## src/rtl/bit_copy_pkg.sv

```systemverilog
// Shared types and helpers for the bit copy sequencer.
// Holds the FSM state enum and the index-width helper.
package bit_copy_pkg;

  typedef enum logic [1:0] {
    IDLE = 2'd0,
    COPY = 2'd1,
    DONE = 2'd2
  } bc_state_t;

  // Index width that stays at least 1 bit wide, even for BITS=1.
  function automatic int clog2_min1(input int n);
    return (n <= 2) ? 1 : $clog2(n);
  endfunction

endpackage

```

## src/rtl/lowest_set_index.sv

```systemverilog
// Priority encoder: index of the lowest set bit of i_vec.
// Ports: i_vec (in), o_idx (lowest set index), o_any (i_vec != 0).
module lowest_set_index
  import bit_copy_pkg::*;
#(
  parameter int BITS = 4,
  parameter int IDXW = clog2_min1(BITS)
) (
  input  logic [BITS-1:0] i_vec,
  output logic [IDXW-1:0] o_idx,
  output logic            o_any
);

  // Scan from the top down so the lowest set bit wins.
  always_comb begin
    o_idx = '0;
    o_any = 1'b0;
    for (int i = BITS - 1; i >= 0; i--) begin
      if (i_vec[i]) begin
        o_idx = IDXW'(i);
        o_any = 1'b1;
      end
    end
  end

endmodule

```

## src/rtl/bit_copy_sequencer.sv

```systemverilog
// Sequenced per-bit copy: result[i] <= data[i] for masked lanes, one per cycle.
// Ports: clk, rst_n, start, data, mask -> ready, busy, done, idx, result.
module bit_copy_sequencer
  import bit_copy_pkg::*;
#(
  parameter int BITS = 4,
  parameter int IDXW = clog2_min1(BITS)
) (
  input  logic            clk,
  input  logic            rst_n,
  input  logic            start,
  input  logic [BITS-1:0] data,
  input  logic [BITS-1:0] mask,
  output logic            ready,
  output logic            busy,
  output logic            done,
  output logic [IDXW-1:0] idx,
  output logic [BITS-1:0] result
);

  bc_state_t       r_state;
  bc_state_t       w_state_nxt;
  logic [BITS-1:0] r_snap;
  logic [BITS-1:0] r_mask;
  logic [BITS-1:0] w_pend;
  logic [BITS-1:0] w_result;
  logic [IDXW-1:0] w_idx;
  logic            w_any;
  logic            w_ready;
  logic            w_busy;
  logic            w_done;
  logic            w_accept;
  logic            w_last;

  assign w_ready  = (r_state == IDLE);
  assign w_busy   = (r_state == COPY);
  assign w_done   = (r_state == DONE);
  assign w_accept = w_ready & start;

  // Clearing the lowest set bit leaves zero: this is the final lane.
  assign w_last = ((w_pend & (w_pend - BITS'(1))) == '0);

  lowest_set_index #(
    .BITS (BITS),
    .IDXW (IDXW)
  ) u_lsi (
    .i_vec (w_pend),
    .o_idx (w_idx),
    .o_any (w_any)
  );

  always_ff @(posedge clk or negedge rst_n) begin
    if (!rst_n) begin
      r_state <= IDLE;
    end else begin
      r_state <= w_state_nxt;
    end
  end

  always_comb begin
    w_state_nxt = r_state;
    unique case (r_state)
      IDLE: begin
        if (start) begin
          w_state_nxt = (mask != '0) ? COPY : DONE;
        end
      end
      COPY: begin
        if (w_last) begin
          w_state_nxt = DONE;
        end
      end
      DONE: w_state_nxt = IDLE;
      default: w_state_nxt = IDLE;
    endcase
  end

  // Snapshot of the operands; later input changes are invisible.
  always_ff @(posedge clk or negedge rst_n) begin
    if (!rst_n) begin
      r_snap <= '0;
      r_mask <= '0;
    end else if (w_accept) begin
      r_snap <= data;
      r_mask <= mask;
    end
  end

  // One writer per lane; the shared index makes them mutually exclusive.
  for (genvar gi = 0; gi < BITS; gi++) begin : g_lane
    logic w_we;
    logic r_res;
    logic r_pnd;

    assign w_we = w_busy & w_any & (w_idx == IDXW'(gi));

    always_ff @(posedge clk or negedge rst_n) begin
      if (!rst_n) begin
        r_res <= 1'b0;
        r_pnd <= 1'b0;
      end else if (w_accept) begin
        r_pnd <= mask[gi];
      end else if (w_we) begin
        r_res <= r_snap[gi];
        r_pnd <= 1'b0;
      end
    end

    assign w_result[gi] = r_res;
    assign w_pend[gi]   = r_pnd;
  end

  assign ready  = w_ready;
  assign busy   = w_busy;
  assign done   = w_done;
  assign idx    = w_idx;
  assign result = w_result;

  always_comb begin
    if (rst_n) begin
      assert ($onehot({w_ready, w_busy, w_done}));
      assert (!w_done || (((w_result ^ r_snap) & r_mask) == '0));
      assert (!w_busy || (w_pend != '0));
    end
  end

endmodule

```

## config.mk

```make
export PLATFORM = sky130hd
export DESIGN_NAME = bit_copy_sequencer
export DESIGN_NICKNAME = d
export VERILOG_FILES = /design/src/rtl/bit_copy_pkg.sv /design/src/rtl/lowest_set_index.sv /design/src/rtl/bit_copy_sequencer.sv
export SDC_FILE = /design/constraint.sdc
export NUM_CORES = 1
export LEC_CHECK = 0
export BUFFER_PORTS_ARGS = -buffer_cell sky130_fd_sc_hd__buf_2
export CORE_MARGIN = 5
export CORE_UTILIZATION = 52
export CTS_CLUSTER_SIZE = 16
export DETAILED_ROUTE_END_ITERATION = 12
export PLACE_DENSITY = 0.8
export SLEW_MARGIN = 0
export SYNTH_ARGS = -nofsm -noshare
export SYNTH_HDL_FRONTEND = slang
export SYNTH_SLANG_ARGS = --single-unit
```

## constraint.sdc

```tcl
create_clock -name clk -period 3.3 [get_ports clk]
set_clock_uncertainty 0.15 [all_clocks]
set_input_delay 0.495 -clock clk [delete_from_list [all_inputs] [get_ports clk]]
set_output_delay 0.495 -clock clk [all_outputs]
set_load 0.05 [all_outputs]
```

### Yosys cells after proc, flatten, opt, wreduce, memory -nomap -nowiden

Index checks and enable logic that the tools add are counted.

| word-level totals | value |
|---|---|
| input bits | 11 |
| output and inout bits | 9 |
| register bits | 14 |
| logic and storage cells | 59 |

| operators by class | value |
|---|---|
| add/subtract/negate cells | 1 |
| bitwise gates (word level) | 8 |
| reduce and logical (&&, ||, !) cells | 13 |
| muxes and demuxes | 20 |
| eq/ne operators | 7 |

Operators by type and width:

| cell | number |
|---|---|
| 2-bit two-way mux | 7 |
| 1-bit two-way mux | 12 |
| 2-bit AND reduction | 5 |
| 2-bit nonzero test | 4 |
| 1-bit AND | 6 |
| 2-bit equality test (second input constant) | 3 |
| 4-bit AND | 1 |
| 2-bit by 1-bit equality test with 1-bit output (second input constant) | 2 |
| 2-bit logical NOT | 2 |
| 4-bit logical NOT | 1 |
| 2-bit one-hot mux with 2 select lines | 1 |
| 4-bit nonzero test | 1 |
| 4-bit by 1-bit subtractor with 4-bit output (second input constant) | 1 |
| 2-bit by 1-bit inequality test with 1-bit output (second input constant) | 1 |
| 2-bit inequality test (second input constant) | 1 |
| 1-bit inverter | 1 |

### Logic depth before layout (Yosys ltp)

Gate-level depths: netlist of the first run.

| depth | value |
|---|---|
| depth after elaboration | 8 |
| depth in mapped cells | 4 |
| gate-level depth less buffers | 3 |

### Hierarchy

From an unflattened synthesis of the first run, not the netlist that was laid out.

| second synthesis, totals | value |
|---|---|
| cells, all modules | 60 |
| area total of the unflattened synthesis | 724.4 sq um |

By module, submodules not included:

| module | sequential area each (sq um) | area an instance (sq um) | cells each | instances |
|---|---|---|---|---|
| bit_copy_sequencer | 350.3 | 689.4 | 53 | 1 |
| lowest_set_index | 0.0 | 35.0 | 7 | 1 |

### Worst setup path before layout of the first run

Ideal clock, no wire load.

| timing | value |
|---|---|
| path type | reg2out |
| from | register g_lane[0].r_pnd |
| to | output idx[1] |
| stages on the path, launching flop included | 3 |
| arrival time | 1.699 ns |
| slack | 0.956 ns |
| data required time | 2.655 ns |
| cells stage by stage | dfrtp_1 -> buf_2 -> a211oi_1 |

| on the way | value |
|---|---|
| cells in the longest elaborated chain, start to end | 1 |

Ends and longest elaborated chain:

| what | RTL line | RTL |
|---|---|---|
| from (decl) | bit_copy_sequencer.sv:93 | `logic r_pnd;` |
| from (signal assigned) | bit_copy_sequencer.sv:102 | `r_pnd <= mask[gi];` |
| 2-bit two-way mux | lowest_set_index.sv:19 | `if (i_vec[i]) begin` |
| to (decl) | bit_copy_sequencer.sv:17 | `output logic [IDXW-1:0] idx,` |

No other way between the ends.

### Worst setup path in the final report of the first run

| timing | value |
|---|---|
| from | register r_state[1] |
| to | output busy |

| on the way | value |
|---|---|
| cells in the longest elaborated chain, start to end | 1 |

Ends and longest elaborated chain:

| what | RTL line | RTL |
|---|---|---|
| from (decl) | bit_copy_sequencer.sv:21 | `bc_state_t r_state;` |
| from (signal assigned) | bit_copy_sequencer.sv:56 | `r_state <= w_state_nxt;` |
| 2-bit by 1-bit equality test with 1-bit output | bit_copy_sequencer.sv:36 | `assign w_busy = (r_state == COPY);` |
| to (decl) | bit_copy_sequencer.sv:15 | `output logic busy,` |

No other way between the ends.

==> results of run 1 <==
==> cell usage after synthesis <==
| master | instances | share of area, % |
|---|---|---|
| sky130_fd_sc_hd__nand3_1 | 1 | 0.70 |
| sky130_fd_sc_hd__mux2_2 | 6 | 9.5 |
| sky130_fd_sc_hd__nor4_1 | 1 | 0.88 |
| sky130_fd_sc_hd__nor3b_2 | 1 | 1.8 |
| sky130_fd_sc_hd__and2b_1 | 1 | 1.1 |
| sky130_fd_sc_hd__a22o_1 | 1 | 1.2 |
| sky130_fd_sc_hd__and2_1 | 1 | 0.88 |
| sky130_fd_sc_hd__buf_2 | 3 | 2.1 |
| sky130_fd_sc_hd__a211oi_1 | 2 | 2.1 |
| sky130_fd_sc_hd__nor4b_4 | 1 | 3.3 |
| sky130_fd_sc_hd__o21ai_0 | 2 | 1.4 |
| sky130_fd_sc_hd__a21o_1 | 2 | 2.1 |
| sky130_fd_sc_hd__a21oi_1 | 1 | 0.70 |
| sky130_fd_sc_hd__inv_1 | 4 | 2.1 |
| sky130_fd_sc_hd__buf_4 | 4 | 4.2 |
| sky130_fd_sc_hd__a2bb2oi_1 | 1 | 1.2 |
| sky130_fd_sc_hd__nor2_1 | 3 | 1.6 |
| sky130_fd_sc_hd__or3_1 | 1 | 0.88 |
| sky130_fd_sc_hd__nor2b_1 | 3 | 2.6 |
| sky130_fd_sc_hd__maj3_1 | 1 | 1.4 |
| sky130_fd_sc_hd__nand2_1 | 5 | 2.6 |
| sky130_fd_sc_hd__mux2_4 | 2 | 4.2 |
| sky130_fd_sc_hd__dfrtp_1 | 14 | 49 |
| sky130_fd_sc_hd__o211ai_1 | 1 | 1.1 |
| sky130_fd_sc_hd__o31ai_1 | 1 | 1.1 |
==> cells by family after synthesis <==
logic type,share of synthesized area (%)
mux,13.7
fa+ha+maj,1.41
compound gates,10.9
simple gates,16.3
flops,49.2
buf+inv,8.43
==> stage by stage <==
stage          setup slack [ns]  std cells  instance area (um2)  hold WS, ns
6_report                   1.19         95                  827        0.291
5_1_grt                    1.12         95                  827        0.286
4_1_cts                    1.20         95                  827        0.289
3_5_place_dp               1.44         90                  781        0.251
3_3_place_gp               1.46         90                  781        0.250
2_1_floorplan             0.956         63                  712       0.0494
==> flip-flops by register name, summed over array words and instances (netlist names) <==
name          flops
g_lane.r_res      4
r_snap            4
r_state           2
g_lane.r_pnd      4
==> routing by layer <==
| metal | GRT usage [%] | wire, um |
|---|---|---|
| met5 | 0 | 0 |
| met4 | 4.97 | 0 |
| met3 | 2.30 | 68 |
| met2 | 21.4 | 614 |
| met1 | 16.9 | 586 |
==> worst paths after layout <==
check,slack (ns),to,cells after the start,from
min in group asynchronous,0.47,r_state[1]$_DFFE_PN0P_,2,rst_n
max in group asynchronous,2.29,g_lane[3].r_res$_DFFE_PN0P_,2,rst_n
min,0.29,g_lane[2].r_pnd$_DFFE_PN0P_,3,mask[2]
min reg2reg,0.36,g_lane[1].r_res$_DFFE_PN0P_,1,g_lane[1].r_res$_DFFE_PN0P_
max reg2reg,1.53,r_snap[0]$_DFFE_PN0P_,2,r_state[1]$_DFFE_PN0P_
max,1.19,busy,2,r_state[1]$_DFFE_PN0P_
==> worst max-delay path: cells and delay by family, from the launching register on <==
| family | cells | cell delay (ns) |
|---|---|---|
| simple gates | 1 | 0.36 |
| flops | 1 | 0.48 |
| buf+inv | 1 | 0.34 |
==> repair_timing <==
item,4_1_cts,5_1_grt
setup buffers,0,0
hold endpoints to repair,14,0
hold buffers,1,0
==> layout make-up <==
type | instances | area [um2]
repair buffers | 20 | 105
fillers | 118 | 474
flip-flops and latches | 14 | 350
inverters | 4 | 15.0
multi-input cells | 38 | 302
well taps | 15 | 18.8
clock buffers | 4 | 36.3
==> summary.log, run 1 <==
qor: critical_path.cp_data_required_time 2.65 ns
qor: critical_path.timing.setup.critical_path_class reg -> out
qor: floorplanning.num_io_pins 20
qor: sta.finalCritPeriodShare 63.9%
qor: run.max_capacitance_violation_count 0
qor: sta.finalMaxSlewViolations 0
qor: synth.synth-seq-cells 14
qor: cts.htreeDepth 1
qor: layout.insertedDiodeCount 0
qor: floorplanning.fp.dieH 47 um
qor: detailed_routing.post-route-drc-count 0
qor: cts.cts.reportedPaths.clkPinSlew 0.09 ns
qor: synth.synth.lib_cells_used.distinct 25
qor: floorplanning.die_width 47 um
qor: cts.tritoncts built
qor: cts.clock_latency 0.28 ns
qor: detailed_routing.routed_wire_length_per_instance 13.4 um
qor: global_routing.grt_start_max_net_pins 15
qor: layout.final_cell_mix sky130_fd_sc_hd__buf_2, sky130_fd_sc_hd__dfrtp_1, sky130_fd_sc_hd__mux2_2
qor: critical_path.worst_ep_arrival_time 1.47 ns
qor: cts.cts_root_buffer sky130_fd_sc_hd__clkbuf_4
qor: floorplanning.dieArea 2210 um2
qor: detailed_routing.count_of_nets_left_with_antenna_violations_after_detail_routing 0
qor: synth.syn_area_per_cell 11.3 um2
qor: hold_path.worst_hold_path_type in -> reg
qor: sta.worst_pin_slew 0.699 ns
qor: global_routing.grt_pass1_vias 466
qor: cts.tritoncts_num_sinks 14
qor: layout.finalCoreUtilization 63.6%
qor: placed_design.place.gp.congestion 0.835
qor: critical_path.crit_fanout 7
qor: synth.synth_cells 63
qor: sta.final.min_clock_period 2.11 ns
qor: global_routing.antenna_found_initial 0
qor: synth.synthesis.area 712 um2
qor: detailed_routing.drt_wl_total 1270 um
qor: synth.synth.yosys.seq_area_share 49.2%
qor: sta.setup_repair_after_global_routing_missed_its_margin false
qor: layout.area_growth_syn_to_layout 16.2%
qor: global_routing.grt_pass1_wl 2010 um
qor: layout.final_layout_size_suffix_gt1_share 41.3%
qor: sta.setup_violations 0
qor: floorplanning.rows 13
qor: synth.syn-num-nets 74
qor: sta.setup_tns 0 ns
qor: run_status.run_status finished, final reports clean
qor: detailed_routing.dr_total_vias 498
qor: critical_path.slowest_delay 0.48 ns
qor: detailed_routing.detail_route.vias_per_cell 5.24
qor: critical_path.worst_path_max_delay_cell sky130_fd_sc_hd__dfrtp_1
qor: floorplanning.core_region_area 1300 um2
qor: critical_path.worst_setup_path_end_kind output port
qor: cts.post_cts_resize_count 0
qor: floorplanning.initial_utilization 54.7%
qor: layout.most_common_cell_after_layout_fill_and_taps_aside sky130_fd_sc_hd__buf_2
qor: detailed_routing.detailedRoute.firstPassIterationCount 4
qor: synth.yosys_warnings 0
qor: cts.cts-buffers-inserted 3
qor: detailed_routing.initialDrtViolationCount 4
qor: sta.slew_headroom 53.2%
qor: placed_design.hpwl 992 um
qor: placed_design.io_buffers 19
qor: global_routing.track_usage 13.0%
qor: cts.ctsLongestPathBuffers 2
qor: layout.final_net_count 92
qor: global_routing.grt-ovfl-total 0
qor: sta.report.final.hold_viol_count 0
qor: critical_path.crit_path_cell_trace nor2b_1 > buf_2
qor: critical_path.worst_setup_path_start_kind flip-flop
qor: sta.clock.fmax 0.474 GHz
Power of run 1 is not shown: default switching activity piles up to over one toggle a cycle in this logic, so the estimate is an artifact.
==> run 2: changes to the inputs <==
--- a/config.mk
+++ b/config.mk
@@ -7,10 +7,10 @@
 export LEC_CHECK = 0
 export BUFFER_PORTS_ARGS = -buffer_cell sky130_fd_sc_hd__buf_2
 export CORE_MARGIN = 5
-export CORE_UTILIZATION = 52
+export CORE_UTILIZATION = 44
 export CTS_CLUSTER_SIZE = 16
 export DETAILED_ROUTE_END_ITERATION = 12
-export PLACE_DENSITY = 0.8
+export PLACE_DENSITY = 0.72
 export SLEW_MARGIN = 0
 export SYNTH_ARGS = -nofsm -noshare
 export SYNTH_HDL_FRONTEND = slang
==> constraint.sdc (replaced) <==
create_clock -name clk -period 1.8 [get_ports clk]
set_clock_uncertainty 0.15 [all_clocks]
set_input_delay 0.27 -clock clk [delete_from_list [all_inputs] [get_ports clk]]
set_output_delay 0.27 -clock clk [all_outputs]
set_load 0.05 [all_outputs]
==> summary.log, run 2 (synthesis results as in run 1) <==
qor: cts.post-cts-setup-buffers 0 [unchanged]
qor: cts.cts_root_buffer sky130_fd_sc_hd__clkbuf_4
qor: sta.finalCritPeriodShare 94.5%
qor: hold_path.min-delay-start data[1]
qor: critical_path.crit_path_cell_trace nor2b_1 > nor2_1 > nor2_1 > buf_2
qor: floorplanning.fp.dieH 50.2 um [+6.9%]
qor: sta.clock.fmax 0.588 GHz
qor: floorplanning.rows 14 [+1]
qor: layout.largest_registers g_lane.r_pnd x4, g_lane.r_res x4, r_snap x4
qor: sta.slew_headroom 77.9% [+25 points]
qor: cts.tritoncts_num_sinks 14 [unchanged]
qor: detailed_routing.routed_wire_length_per_instance 14.2 um [+6.5%]
qor: critical_path.ff2ff_path_depth 3 [+1]
qor: sta.report.final.hold_viol_count 0 [unchanged]
qor: critical_path.worst_setup_path_start_kind flip-flop
qor: layout.insertedDiodeCount 0 [unchanged]
qor: floorplanning.initial_utilization 46.7% [-8.0 points]
qor: hold_path.worst_hold_path_type in -> reg
qor: floorplanning.num_io_pins 20 [unchanged]
qor: critical_path.worst_path_max_delay_cell sky130_fd_sc_hd__dfrtp_1
qor: cts.cts-buffers-inserted 3 [unchanged]
qor: layout.most_common_cell_after_layout_fill_and_taps_aside sky130_fd_sc_hd__buf_2
qor: critical_path.cp_most_frequent_cell sky130_fd_sc_hd__nor2_1
qor: cts.ctsLongestPathBuffers 2 [unchanged]
qor: hold_path.whs_path_depth 2 [-1]
qor: run_status.run_status finished, final reports clean
qor: critical_path.crit-reg2reg-capture r_snap[3]$_DFFE_PN0P_
qor: layout.area_growth_syn_to_layout 17.9%
qor: global_routing.grt_pass1_wl 2390 um [+19%]
qor: global_routing.track_usage 12.8% [-0.21 points]
qor: detailed_routing.post-route-drc-count 0 [unchanged]
qor: critical_path.critical_path_buffers_and_inverters 1 [unchanged]
qor: detailed_routing.detail_route.vias_per_cell 5.29 [+0.95%]
qor: sta.finalWorstSetupSlack 0.0992 ns [-1.09 ns]
qor: floorplanning.dieArea 2520 um2 [+14%]
qor: detailed_routing.dr_total_vias 508 [+2.0%]
qor: layout.final_cell_mix sky130_fd_sc_hd__buf_2, sky130_fd_sc_hd__dfrtp_1, sky130_fd_sc_hd__mux2_2
qor: detailed_routing.drt_wl_total 1370 um [+7.6%]
qor: floorplanning.die_width 50.2 um [+6.9%]
qor: sta.finalMaxSlewViolations 0 [unchanged]
qor: sta.worst_pin_slew 0.328 ns [-0.371 ns]
qor: critical_path.worst_setup_path_end_kind output port
qor: global_routing.grt_pass1_vias 522 [+12%]
qor: layout.final_layout_size_suffix_gt1_share 43.8% [+2.5 points]
qor: sta.setup_tns 0 ns [unchanged]
qor: critical_path.worst_ep_arrival_time 1.28 ns [-0.19 ns]
qor: placed_design.hpwl 1050 um [+5.6%]
qor: critical_path.crit-reg2reg-launch r_state[1]$_DFFE_PN0P_
qor: layout.final_net_count 93 [+1.1%]
qor: critical_path.timing.setup.critical_path_class reg -> out
qor: sta.setup_violations 0 [unchanged]
qor: placed_design.io_buffers 19 [unchanged]
qor: layout.fill_cells 141 [+19%]
qor: critical_path.critical_path.top_delay_family flip-flops
qor: detailed_routing.detailedRoute.firstPassIterationCount 2 [-2]
qor: detailed_routing.count_of_nets_left_with_antenna_violations_after_detail_routing 0 [unchanged]
qor: critical_path.slowest_delay 0.42 ns [-0.06 ns]
qor: floorplanning.core_region_area 1520 um2 [+17%]
qor: cts.clock_latency 0.28 ns [about the same]
qor: detailed_routing.initialDrtViolationCount 4 [unchanged]
qor: placed_design.post-place-ws 0.216 ns [-1.22 ns]
qor: global_routing.grt-ovfl-total 0 [unchanged]
qor: sta.hold-worst-slack 0.0688 ns [-0.222 ns]
qor: hold_path.min_to r_snap[1]$_DFFE_PN0P_
qor: critical_path.internal_reg_to_reg_setup_slack 0.24 ns [-1.29 ns]
qor: global_routing.grt_start_max_net_pins 15 [unchanged]
qor: run.max_capacitance_violation_count 0 [unchanged]
qor: cts.htreeDepth 1 [unchanged]
qor: critical_path.cp_data_required_time 1.38 ns [-1.27 ns]
qor: global_routing.antenna_found_initial 0 [unchanged]
qor: cts.tritoncts built
qor: critical_path.crit_fanout 5 [-2]
qor: sta.setup_repair_after_global_routing_missed_its_margin false
qor: placed_design.place.gp.congestion 0.789 [-5.5%]
qor: cts.cts.reportedPaths.clkPinSlew 0.08 ns [about the same]
qor: sta.final.min_clock_period 1.70 ns
## run 2: how the worst max path moves through the flow
stage | depth (start not counted) | endpoint | from | slack, ns
6_report | 4 | idx[0] | g_lane[2].r_pnd$_DFFE_PN0P_ | 0.1
5_1_grt | 4 | idx[0] | g_lane[2].r_pnd$_DFFE_PN0P_ | 0.01
4_1_cts | 2 | busy | r_state[1]$_DFFE_PN0P_ | 0.02
3_5_place_dp | 2 | busy | r_state[1]$_DFFE_PN0P_ | 0.22
3_3_place_gp | 2 | busy | r_state[1]$_DFFE_PN0P_ | 0.22
2_1_floorplan | 3 | idx[0] | g_lane[2].r_pnd$_DFFE_PN0P_ | 0.15
## run 2: metrics by stage
stage | util, % | area (um2) | instances
2_1_floorplan | - | 717 | 63
3_3_place_gp | 52.1 | 795 | 92
3_5_place_dp | 52.1 | 795 | 92
4_1_cts | 54.4 | 830 | 96
5_1_grt | 55.1 | 840 | 96
6_report | 55.1 | 840 | 96
## run 2: cell type report
class	count	area, um2	share of cell area [%]
Inverter	4	15.0	1.79
Timing Repair Buffer	21	118	14.0
Clock buffer	3	22.5	2.68
Multi-Input combinational cell	38	314	37.4
Tap cell	16	20.0	2.38
Sequential cell	14	350	41.7
## run 2: layer usage
metal | global-route usage, % | vias to the layer above | share of wire, %
met4 | 10.5 | 0 | 4.6
met2 | 16.9 | 17 | 45
li1 | - | 253 | -
met3 | 4.73 | 6 | 8.5
met5 | 0 | - | 0
met1 | 16.2 | 232 | 42
## run 2: repair_timing
| action | 4_1_cts | 5_1_grt |
|---|---|---|
| hold endpoints to repair | 14 | 0 |
| resized for setup | 1 | 3 |
| cloned | 0 | 0 |
| setup endpoints to repair | 1 | 2 |
| hold buffers | 1 | 0 |
Power of run 2 is left out for the same reason.
